[src/rtl/mem_access_pkg.sv]
// mem_access_pkg: shared types and lane constants for the MEM-stage memory path.
package mem_access_pkg;

   typedef enum logic [1:0] {
      IDLE = 2'd0,
      BUSY = 2'd1,
      DONE = 2'd2
   } mem_state_t;

   typedef enum logic [2:0] {
      LB  = 3'b000,
      LH  = 3'b001,
      LW  = 3'b010,
      LD  = 3'b011,
      LBU = 3'b100,
      LHU = 3'b101,
      LWU = 3'b110
   } load_funct3_t;

   typedef enum logic [2:0] {
      SB = 3'b000,
      SH = 3'b001,
      SW = 3'b010,
      SD = 3'b011
   } store_funct3_t;

   localparam logic [7:0] MASK_B = 8'h01;
   localparam logic [7:0] MASK_H = 8'h03;
   localparam logic [7:0] MASK_W = 8'h0F;
   localparam logic [7:0] MASK_D = 8'hFF;

   function automatic logic [7:0] size_mask(input logic [1:0] sz);
      logic [7:0] m;
      unique case (sz)
         2'b00:   m = MASK_B;
         2'b01:   m = MASK_H;
         2'b10:   m = MASK_W;
         default: m = MASK_D;
      endcase
      return m;
   endfunction

endpackage

[src/rtl/mem_lane_align.sv]
// mem_lane_align: combinational alignment check, lane steering and load extension.
module mem_lane_align
   import mem_access_pkg::*;
#(
   parameter  int WIDTH  = 32,
   localparam int NBYTES = WIDTH / 8,
   localparam int OFFW   = $clog2(NBYTES)
) (
   input  logic [2:0]        req_funct3_i,
   input  logic [OFFW-1:0]   req_off_i,
   input  logic [WIDTH-1:0]  wdata_i,
   input  logic [2:0]        ld_funct3_i,
   input  logic [OFFW-1:0]   ld_off_i,
   input  logic [WIDTH-1:0]  rdata_i,
   output logic              misaligned_o,
   output logic [NBYTES-1:0] byte_en_o,
   output logic [WIDTH-1:0]  wdata_o,
   output logic [WIDTH-1:0]  load_data_o
);

   logic [WIDTH-1:0] sh;

   always_comb begin
      misaligned_o = 1'b0;
      unique case (req_funct3_i[1:0])
         2'b00:   misaligned_o = 1'b0;
         2'b01:   misaligned_o = req_off_i[0];
         2'b10:   misaligned_o = |req_off_i[1:0];
         // Double-word has no legal lane on a 32-bit port
         default: misaligned_o = (WIDTH == 32) ? 1'b1 : |req_off_i;
      endcase
   end

   assign byte_en_o = NBYTES'(size_mask(req_funct3_i[1:0])) << req_off_i;
   assign wdata_o   = wdata_i << {req_off_i, 3'b000};
   assign sh        = rdata_i >> {ld_off_i, 3'b000};

   always_comb begin
      load_data_o = sh;
      unique case (ld_funct3_i)
         LB:      load_data_o = WIDTH'($signed(sh[7:0]));
         LH:      load_data_o = WIDTH'($signed(sh[15:0]));
         LW:      load_data_o = WIDTH'($signed(sh[31:0]));
         LBU:     load_data_o = WIDTH'(sh[7:0]);
         LHU:     load_data_o = WIDTH'(sh[15:0]);
         LWU:     load_data_o = WIDTH'(sh[31:0]);
         default: load_data_o = sh;
      endcase
   end

endmodule

[src/rtl/mem_access_unit.sv]
// mem_access_unit: one load/store data-memory transaction with stall and load extend.
// Define MEM_ACCESS_PERF_EN to add saturating perf counters.
module mem_access_unit
   import mem_access_pkg::*;
#(
   parameter  int WIDTH  = 32,
   localparam int NBYTES = WIDTH / 8
) (
   input  logic              clk,
   input  logic              rst,
   input  logic              req_valid_i,
   input  logic              mem_read_i,
   input  logic              mem_write_i,
   input  logic [2:0]        funct3_i,
   input  logic [WIDTH-1:0]  addr_i,
   input  logic [WIDTH-1:0]  wdata_i,
   input  logic              flush_i,
   output logic              dmem_read_o,
   output logic              dmem_write_o,
   output logic [WIDTH-1:0]  dmem_address_o,
   output logic [WIDTH-1:0]  dmem_wdata_o,
   output logic [NBYTES-1:0] dmem_byte_en_o,
   input  logic [WIDTH-1:0]  dmem_rdata_i,
   input  logic              dmem_resp_i,
   output logic              stall_o,
   output logic [WIDTH-1:0]  load_data_o,
   output logic              load_valid_o,
   output logic              misaligned_o
`ifdef MEM_ACCESS_PERF_EN
   ,
   output logic [31:0]       perf_req_o,
   output logic [31:0]       perf_stall_o,
   output logic [31:0]       perf_misalign_o
`endif
);

   localparam int OFFW = $clog2(NBYTES);

   mem_state_t        state_q, state_d;
   logic [WIDTH-1:0]  addr_q, addr_d;
   logic [WIDTH-1:0]  wdata_q, wdata_d;
   logic [NBYTES-1:0] be_q, be_d;
   logic [OFFW-1:0]   off_q, off_d;
   logic [2:0]        f3_q, f3_d;
   logic              rd_q, rd_d;
   logic              wr_q, wr_d;
   logic              kill_q, kill_d;
   logic [WIDTH-1:0]  ldata_q, ldata_d;

   logic              mis;
   logic [NBYTES-1:0] be_c;
   logic [WIDTH-1:0]  wdata_c;
   logic [WIDTH-1:0]  ld_c;
   logic              busy;
   logic              go;

   mem_lane_align #(.WIDTH(WIDTH)) u_align (
      .req_funct3_i (funct3_i),
      .req_off_i    (addr_i[OFFW-1:0]),
      .wdata_i      (wdata_i),
      .ld_funct3_i  (f3_q),
      .ld_off_i     (off_q),
      .rdata_i      (dmem_rdata_i),
      .misaligned_o (mis),
      .byte_en_o    (be_c),
      .wdata_o      (wdata_c),
      .load_data_o  (ld_c)
   );

   assign go = (state_q == IDLE) & req_valid_i
             & (mem_read_i | mem_write_i) & ~mis & ~flush_i;

   always_comb begin
      state_d      = state_q;
      addr_d       = addr_q;
      wdata_d      = wdata_q;
      be_d         = be_q;
      off_d        = off_q;
      f3_d         = f3_q;
      rd_d         = rd_q;
      wr_d         = wr_q;
      kill_d       = kill_q;
      ldata_d      = ldata_q;
      stall_o      = 1'b0;
      load_valid_o = 1'b0;
      misaligned_o = 1'b0;
      unique case (state_q)
         IDLE: begin
            misaligned_o = req_valid_i & (mem_read_i | mem_write_i) & mis;
            if (go) begin
               state_d = BUSY;
               addr_d  = {addr_i[WIDTH-1:OFFW], {OFFW{1'b0}}};
               wdata_d = wdata_c;
               be_d    = be_c;
               off_d   = addr_i[OFFW-1:0];
               f3_d    = funct3_i;
               rd_d    = mem_read_i;
               wr_d    = mem_write_i & ~mem_read_i;
               kill_d  = 1'b0;
               stall_o = 1'b1;
            end
         end
         BUSY: begin
            stall_o = 1'b1;
            // The cache keeps going; a flush only hides the result
            if (flush_i) kill_d = 1'b1;
            if (dmem_resp_i) begin
               ldata_d = ld_c;
               state_d = DONE;
            end
         end
         DONE: begin
            load_valid_o = rd_q & ~kill_q & ~flush_i;
            state_d      = IDLE;
         end
         default: state_d = IDLE;
      endcase
   end

   always_ff @(posedge clk) begin
      if (rst) begin
         state_q <= IDLE;
         addr_q  <= '0;
         wdata_q <= '0;
         be_q    <= '0;
         off_q   <= '0;
         f3_q    <= '0;
         rd_q    <= 1'b0;
         wr_q    <= 1'b0;
         kill_q  <= 1'b0;
         ldata_q <= '0;
      end else begin
         state_q <= state_d;
         addr_q  <= addr_d;
         wdata_q <= wdata_d;
         be_q    <= be_d;
         off_q   <= off_d;
         f3_q    <= f3_d;
         rd_q    <= rd_d;
         wr_q    <= wr_d;
         kill_q  <= kill_d;
         ldata_q <= ldata_d;
      end
   end

   assign busy           = (state_q == BUSY);
   assign dmem_read_o    = busy & rd_q;
   assign dmem_write_o   = busy & wr_q;
   assign dmem_address_o = busy ? addr_q : '0;
   assign dmem_wdata_o   = busy ? wdata_q : '0;
   assign dmem_byte_en_o = busy ? be_q : '0;
   assign load_data_o    = ldata_q;

`ifdef MEM_ACCESS_PERF_EN
   logic [31:0] perf_req_q, perf_stall_q, perf_mis_q;

   always_ff @(posedge clk) begin
      if (rst) begin
         perf_req_q   <= '0;
         perf_stall_q <= '0;
         perf_mis_q   <= '0;
      end else begin
         if (go && !(&perf_req_q)) perf_req_q <= perf_req_q + 32'd1;
         if (busy && !(&perf_stall_q)) perf_stall_q <= perf_stall_q + 32'd1;
         if (misaligned_o && !(&perf_mis_q)) perf_mis_q <= perf_mis_q + 32'd1;
      end
   end

   assign perf_req_o      = perf_req_q;
   assign perf_stall_o    = perf_stall_q;
   assign perf_misalign_o = perf_mis_q;
`endif

endmodule

[config.mk]
export PLATFORM = sky130hd
export DESIGN_NAME = mem_access_unit
export DESIGN_NICKNAME = d
export VERILOG_FILES = /design/src/rtl/mem_access_pkg.sv /design/src/rtl/mem_lane_align.sv /design/src/rtl/mem_access_unit.sv
export SDC_FILE = /design/constraint.sdc
export NUM_CORES = 1
export LEC_CHECK = 0
export BUFFER_PORTS_ARGS = -buffer_cell sky130_fd_sc_hd__buf_4
export CAP_MARGIN = 20
export CORE_ASPECT_RATIO = 0.7
export CORE_MARGIN = 2
export CORE_UTILIZATION = 45
export DETAILED_ROUTE_END_ITERATION = 6
export GPL_TIMING_DRIVEN = 0
export PLACE_DENSITY = 0.77
export SYNTH_ARGS = -nofsm -noshare
export SYNTH_HDL_FRONTEND = slang
export SYNTH_SLANG_ARGS = --single-unit
export TNS_END_PERCENT = 5
[constraint.sdc]
create_clock -name clk -period 1.7 [get_ports clk]
set_clock_uncertainty 0.05 [all_clocks]
set_input_delay 0.085 -clock clk [delete_from_list [all_inputs] [get_ports clk]]
set_output_delay 0.085 -clock clk [all_outputs]
set_load 0.02 [all_outputs]
==> metrics.txt, run 1 <==
fin crit share=111%; CTS HTree Levels=3; Filler cells=938; Clock Sinks=between 100 and 150; die width=137 um; failing checks=setup timing; count of final setup violators=around 120; CTS buffer count=9; Critical Path Fanout Max=3; crit-path most repeated cell=buf_6; Max Cap Viol=0; FMAX=529 MHz; Synth Flop Type=dfxtp_1; Die H=approximately 100 um; post-synth top area share=between 30% and 40%; CP delay by family, top=simple AND/OR/NAND/NOR gates; Starting Density=46.9%; pwr dens=659 nW/um^2; detailed placement HPWL=14.8 mm; antenna violations before repair=0; min cycle time layout=between 1.5 and 2 ns; Bufs on Longest Clock Path=2; RSZ-0062 raised after global routing=yes; Final Hold Fails=0; number of vias per cell=5.66; Slew HR=53.1%; Cells after Synth=approximately 700; number of synthesized register bits=108; Avg Cell Area, Syn=7.95 um^2; Detail Route Antenna Nets=0; Worst Path Required=1.56 ns; commonest non-fill, non-tap cell in the layout=buf_4; WP buf/inv=2; max incr delay on CP=0.36 ns; drt wl/cell=about 19 um; Worst-Skew Late Latency=0.35 ns; largest net degree at the start of global routing=19; Initial DRC Count=562; Netlist cell types=40; Vias=~6500; GR Util All Layers=31.2%; synth warn=0; Cell Rows=33; Worst-path clk slew=0.07 ns; Lkg Pwr=3.57 nW; fin. max-slew vios=0; GP Congestion=0.939; Post-synth EDFFs=0; register area=2170 um^2; area of the multi-input gates=3270 um^2; Boundary Pins=211; Placeable Area=between 10000 and 15000 um^2; Root Buffer=clkbuf_16; CP cell instances=nor4b_4, o21ai_4, buf_6, nor2_4, o21a_1, buf_6; most frequent cells in the layout=212 x buf_4, 104 x dfxtp_1, 84 x a21oi_1; kind of critical path=reg -> out; total wire length=21.5 mm; total power=about 5.8 mW; Worst-Margin Slew=between 0.7 and 0.8 ns; nets=roughly 1100; die area=between 10000 and 15000 um^2; first-pass GRT wire length=between 30 and 40 mm; IO buf count=207; CP startpoint kind=flop; post-synthesis sequential area ratio=approximately two fifths; largest cells by area after synthesis=dfxtp_1 39%, a21oi_1 9.1%, and2_1 7.9%; Area Growth Syn to Fin=57.9%; CP Capture Type=primary output; Async SR Flop Fraction=0%; IR drop worst, VDD=approximately 0.63 mV; gr ovfl total=0; CTS tree=done; PnR worst setup slack=-0.189 ns; CP arrival=1.75 ns; area of the mapped netlist=5580 um^2; final core occ=74.0%; Antenna Diode Count=0; Post-route DRC=0; Slowest-stage cell, CP=dfxtp_4; layout cell share with drive strength beyond 1=between 30% and 40%; Hold Path Class=in -> reg; drt pass-1 iters=5; vias in the first global route=5953; Synth area leader=dfxtp_1; Worst R2R Setup Slack=-0.18 ns; run status=finished, violations left
-- cells in the mapped netlist, drive strengths merged, types with 3 or more instances --
cell type,count
mux2i,26
o21ai,68
dfxtp,108
a211o,9
nor3,11
nor2,39
nand3,39
buf,29
nor2b,15
clkbuf,47
or4,9
nand2,42
inv,3
a21oi,102
and2,70
a211oi,28
mux2,14
o2bb2ai,7
nand4,16
o211ai,7
-- power breakdown --
part / switching, mW / internal, mW / total, mW
Clock: 0.979 / 1.05 / 2.03
Combinational: 0.616 / 0.539 / 1.15
Sequential: 0.0341 / 2.59 / 2.62
-- tightest hold or removal path, stage by stage --
cell and delay (ns):
buf_4 0.12, nand4_1 0.10, a21oi_1 0.07
-- registers in the layout (all words and copies together) (netlist names) --
signal	flops
load_data_o	32
wdata_q	32
addr_q	30
be_q	4
f3_q	3
off_q	2
state_q	2
kill_q	1
rd_q	1
wr_q	1
-- path summary, 6_finish.rpt --
path / endpoint / startpoint / cells after the start
setup / recovery: stall_o / state_q[0]$_SDFFE_PP0P_ / 6
setup reg to reg: wdata_q[11]$_SDFFE_PP0P_ / state_q[0]$_SDFFE_PP0P_ / 6
hold / removal: wdata_q[1]$_SDFFE_PP0P_ / wdata_i[1] / 3
hold reg to reg: addr_q[29]$_SDFFE_PP0P_ / addr_q[29]$_SDFFE_PP0P_ / 2
-- metrics by stage --
step,std cells,instance area [um^2],TNS [ns],hold WS [ns],worst slack (ns)
final,1150,8800,-5.91,0.0312,-0.189
after global routing,1150,8800,-14.95,0.0338,-0.256
after CTS,1142,8430,-4.21,0.0137,-0.242
after detailed placement,1066,7330,-40.43,0.274,-0.690
after global placement,1066,7330,-39.79,0.269,-0.711
after floorplan,702,5580,0,0.132,0.0570
-- metal layers --
metal,wire [um],part of all wire (%),vias up,track usage [%]
li1,-,-,3064,-
met1,9530,44,3078,46.8
met2,9480,44,344,45.0
met3,2250,10,24,8.45
met4,247,1.1,0,5.55
met5,0,0,-,0
-- area by class of cell --
cell class,count,area share (%)
Tap cell,157,2.23
Buffer,75,6.50
Clock buffer,10,2.71
Clock inverter,6,0.512
Multi-Input combinational cell,516,37.2
Inverter,3,0.128
Sequential cell,108,24.7
Timing Repair Buffer,275,26.0
-- logic make-up after synthesis --
| logic type | share of synthesized area (%) |
|---|---|
| AOI/OAI and AO/OA | 23.3 |
| buffers and inverters | 6.42 |
| DFF | 38.8 |
| muxes | 7.90 |
| other | 0.0673 |
| and+or+nand+nor | 23.6 |
-- timing repair --
| item | 4_1_cts | 5_1_grt |
|---|---|---|
| hold endpoints to repair | 49 | 0 |
| setup endpoints to repair | 173 | 166 |
| gates resized for setup | 90 | 111 |
| cloned | 1 | 3 |
| pin swaps | 10 | 35 |
| hold buffers | 47 | 0 |
| buffers inserted | 12 | 7 |
(Power assumes the default switching activity.)
==> inputs of run 2 (changes only) <==
--- a/config.mk
+++ b/config.mk
@@ -7,12 +7,14 @@
 export LEC_CHECK = 0
 export BUFFER_PORTS_ARGS = -buffer_cell sky130_fd_sc_hd__buf_4
 export CAP_MARGIN = 20
+export CELL_PAD_IN_SITES_DETAIL_PLACEMENT = 1
+export CELL_PAD_IN_SITES_GLOBAL_PLACEMENT = 2
 export CORE_ASPECT_RATIO = 0.7
 export CORE_MARGIN = 2
-export CORE_UTILIZATION = 45
+export CORE_UTILIZATION = 24
 export DETAILED_ROUTE_END_ITERATION = 6
 export GPL_TIMING_DRIVEN = 0
-export PLACE_DENSITY = 0.77
+export PLACE_DENSITY_LB_ADDON = 0.1
 export SYNTH_ARGS = -nofsm -noshare
 export SYNTH_HDL_FRONTEND = slang
 export SYNTH_SLANG_ARGS = --single-unit
==> metrics.txt, run 2 (synthesized netlist as in run 1, its figures left out) <==
Worst-path clk slew=0.09 ns; Area Growth Syn to Fin=61.2%; Bufs on Longest Clock Path=2; fin. max-slew vios=0; detailed placement HPWL=19.6 mm; Clock Sinks=108; nets=1087; FMAX=approximately 550 MHz; CP startpoint kind=flop; Max Cap Viol=0; vias in the first global route=6744; register area=2170 um^2; IR drop worst, VDD=0.482 mV; die width=about 190 um; CTS tree=done; PnR worst setup slack=-0.118 ns; Boundary Pins=211; count of final setup violators=32; Placeable Area=22700 um^2; area of the multi-input gates=3240 um^2; Lkg Pwr=3.56 nW; total negative setup slack=-0.960 ns; final core occ=39.5%; Slew HR=49.1%; CP Capture Type=flop; Vias=roughly 6300; failing checks=setup timing; Starting Density=24.5%; Post-route DRC=0; final hold slack=0.0163 ns; drt pass-1 iters=4; dpl ws=-0.893 ns; Initial DRC Count=233; Die H=approximately 130 um; pwr dens=about 660 nW/um^2; run status=finished, violations left; commonest non-fill, non-tap cell in the layout=buf_4; min cycle time layout=1.82 ns; Critical Path Fanout Max=10; Antenna Diode Count=0; largest net degree at the start of global routing=19; CP arrival=2.07 ns; drt wl/cell=between 15 and 20 um; Worst Path Required=1.95 ns; antenna violations before repair=0; total power=5.97 mW; gr ovfl total=0; Worst-Margin Slew=0.764 ns; kind of critical path=reg -> reg; first-pass GRT wire length=39.0 mm; Hold Path Class=in -> reg; RSZ-0062 raised after global routing=yes; CTS HTree Levels=3; IO buf count=207; CTS buffer count=9; fin crit share=107%; Root Buffer=clkbuf_16; Final Hold Fails=0; GR Util All Layers=20.9%; Detail Route Antenna Nets=0; die area=24500 um^2; number of vias per cell=4.86; Worst-Skew Late Latency=0.36 ns; total wire length=25.6 mm; Filler cells=around 2700; layout cell share with drive strength beyond 1=36.4%; most frequent cells in the layout=178 x buf_4, 104 x dfxtp_1, 93 x a21oi_1; Cell Rows=46; GP Congestion=0.833
## run 2: per-stage QoR
step	std cells	area, um^2
after floorplan	702	5580
after global placement	1221	7520
after detailed placement	1221	7520
after CTS	1297	8700
after global routing	1297	8980
final	1297	8980
## run 2: cell type report
type                    instances  area share (%)
repair buffers                269            25.9
clock inverters                 6           0.780
well taps                     312            4.34
flip-flops and latches        108            24.2
plain buffers                  75            6.09
multi-input cells             515            36.0
inverters                       3           0.125
clock buffers                   9            2.51
## run 2: where the power goes
group	leakage, nW	internal (mW)	switching (mW)
Sequential	0.877	2.59	0.0358
Clock	0.147	1.16	1.07
Combinational	2.54	0.509	0.619
Total	3.56	4.25	1.72
## run 2: worst max-delay path, cell delays in order (launching register included)
cell     delay, ns
dfxtp_4       0.37
nor4b_4       0.30
nor2b_2       0.22
buf_6         0.18
buf_4         0.20
nand4_1       0.22
a21oi_1       0.22
## run 2: routing by layer
metal | share of wire [%] | up-vias | GRT usage, % | wire (um)
li1 | - | 3048 | - | -
met1 | 48 | 3069 | 29.5 | 12300
met2 | 44 | 173 | 32.3 | 11300
met3 | 6.8 | 14 | 5.10 | 1740
met4 | 0.95 | 0 | 3.63 | 244
met5 | 0 | - | 0 | 0
## run 2: worst paths after layout
| check | from | endpoint | slack, ns | cells after the start |
|---|---|---|---|---|
| worst min-delay path | wdata_i[4] | wdata_q[4]$_SDFFE_PP0P_ | 0.02 | 3 |
| worst min register to register | load_data_o[1]$_SDFFE_PP0P_ | load_data_o[1]$_SDFFE_PP0P_ | 0.42 | 2 |
| worst max register to register | state_q[0]$_SDFFE_PP0P_ | wdata_q[5]$_SDFFE_PP0P_ | -0.12 | 6 |
| worst max-delay path | state_q[0]$_SDFFE_PP0P_ | wdata_q[5]$_SDFFE_PP0P_ | -0.12 | 6 |
## run 2: timing repair
action | CTS | global route
hold buffers | 49 | 0
hold endpoints to repair | 51 | 0
gates resized for setup | 110 | 115
buffers inserted | 12 | 1
endpoints found under the setup margin | 174 | 169
pin swaps | 8 | 16
==> inputs of run 3 (changes only) <==
--- a/config.mk
+++ b/config.mk
@@ -11,7 +11,8 @@
 export CELL_PAD_IN_SITES_GLOBAL_PLACEMENT = 2
 export CORE_ASPECT_RATIO = 0.7
 export CORE_MARGIN = 2
-export CORE_UTILIZATION = 24
+export CORE_UTILIZATION = 25
+export CTS_BUF_LIST = sky130_fd_sc_hd__clkbuf_8
 export DETAILED_ROUTE_END_ITERATION = 6
 export GPL_TIMING_DRIVEN = 0
 export PLACE_DENSITY_LB_ADDON = 0.1
==> metrics.txt, run 3 (synthesized netlist as in run 1, its figures left out) <==
Area Growth Syn to Fin=56.8%; run status=finished, violations left; max incr delay on CP=0.38 ns; IO buf count=207; Worst R2R Setup Slack=-0.19 ns; number of vias per cell=4.97; drt pass-1 iters=4; CP startpoint kind=flop; min cycle time layout=about 1.9 ns; GR Util All Layers=between 20 and 25%; pwr dens=611 nW/um^2; fin. max-slew vios=0; Bufs on Longest Clock Path=2; fin crit share=112%; Starting Density=between 20% and 30%; reg2reg end=wdata_q[5]$_SDFFE_PP0P_; layout cell share with drive strength beyond 1=34.7%; nets=1090; Worst-Skew Late Latency=0.39 ns; Boundary Pins=211; count of final setup violators=109; crit-path most repeated cell=buf_6; Post-route DRC=0; CP Capture Type=primary output; Clock Sinks=108; kind of critical path=reg -> out; Max Cap Viol=0; Initial DRC Count=between 200 and 300; Worst-path clk slew=0.11 ns; gr ovfl total=0; failing checks=setup timing; Worst-Margin Slew=0.845 ns; FMAX=527 MHz; Hold Path Class=in -> reg; Placeable Area=between 20000 and 25000 um^2; detailed placement HPWL=19.3 mm; Die H=around 130 um; CP cell instances=nor4b_4, o21ai_2, buf_6, nor2_4, buf_6, o21a_1, buf_6; drt wl/cell=20.1 um; Slew HR=a little over two fifths; die area=23500 um^2; vias in the first global route=~6600; end of the critical path=stall_o; antenna violations before repair=0; Root Buffer=clkbuf_8; Detail Route Antenna Nets=0; total wire length=~26 mm; Slowest-stage cell, CP=dfxtp_4; IR drop worst, VDD=0.331 mV; Lkg Pwr=between 3 and 4 nW; GP Congestion=0.848; largest net degree at the start of global routing=19; CTS HTree Levels=3; Critical Path Fanout Max=4; R2R Path Start=state_q[0]$_SDFFE_PP0P_; Final Hold Fails=0; PnR worst setup slack=-0.197 ns; total power=5.35 mW; commonest non-fill, non-tap cell in the layout=buf_4; RSZ-0062 raised after global routing=yes; Worst Path Required=1.56 ns; Vias=around 6300; Antenna Diode Count=0; CP arrival=1.76 ns; Cell Rows=45; CTS tree=done; most frequent cells in the layout=200 x buf_4, 104 x dfxtp_1, 91 x a21oi_1; CTS buffer count=9; worst r2r path cells=6; Critical Path Source=state_q[0]$_SDFFE_PP0P_; first-pass GRT wire length=approximately 39 mm; die width=between 150 and 200 um; final hold slack=around 0.028 ns
-- run 3: cell types whose count changed in the layout (fill, tap and decap cells not counted), sizes merged --
cell         previous run  this run
clkbuf                 46        58
buf                   258       248
dlygate4sd3            49        51
bufinv                  1         0
clkinv                  1         3
inv                     7         6
-- run 3: layout make-up --
cell class,count,area (um^2)
sequential,108,2170
multi-input combinational,515,3190
clock buffer,10,138
timing repair buffer,271,2280
inverter,3,11.3
buffer,76,549
clock inverter,6,45.0
tap,282,353
fill,2601,13000
-- run 3: worst min-delay path by stage --
| stage | start | endpoint | depth (start not counted) |
|---|---|---|---|
| global placement | mem_read_i | wr_q$_SDFFE_PP0P_ | 2 |
| CTS | wdata_i[5] | wdata_q[5]$_SDFFE_PP0P_ | 3 |
| detailed placement | mem_read_i | wr_q$_SDFFE_PP0P_ | 2 |
| global route | wdata_i[5] | wdata_q[5]$_SDFFE_PP0P_ | 3 |
| floorplan | mem_read_i | wr_q$_SDFFE_PP0P_ | 1 |
| finish | wdata_i[15] | wdata_q[23]$_SDFFE_PP0P_ | 3 |
-- run 3: layer usage --
layer	vias to the layer above	wire [um]	track usage, %
met5	-	0	0
met3	14	1480	4.95
met2	187	11200	33.7
met4	0	231	4.36
li1	3040	-	-
met1	3080	12600	30.1
-- run 3: metrics by stage --
stage	util (%)	area, um^2	std cells	TNS, ns	setup WS (ns)
5_1_grt	40.1	8740	1271	-21.24	-0.337
3_5_place_dp	34.4	7490	1191	-63.28	-0.890
6_report	40.1	8740	1271	-5.15	-0.197
2_1_floorplan	-	5580	702	0	0.0570
3_3_place_gp	34.4	7490	1191	-51.58	-0.797
4_1_cts	39.8	8670	1270	-7.35	-0.242
-- run 3: timing repair --
item / CTS / global route
hold buffers: 51 / 0
buffers inserted: 11 / 1
gates cloned: 1 / 0
endpoints found under the setup margin: 174 / 170
gates resized for setup: 129 / 33
pin swaps: 21 / 10
hold endpoints to repair: 53 / 0
-- run 3: worst max-delay path, delay by kind of cell, from the launching register on --
kind,cells,cell delay (ns)
buffers and inverters,3,0.37
and+or+nand+nor,2,0.38
AOI/OAI and AO/OA,2,0.24
DFF,1,0.38
-- run 3: report_power, final --
group / switching (mW) / internal [mW] / total [mW]
sequential: 0.0356 / 2.59 / 2.62
clock: 0.999 / 0.589 / 1.59
combinational: 0.621 / 0.514 / 1.13
total: 1.66 / 3.69 / 5.35
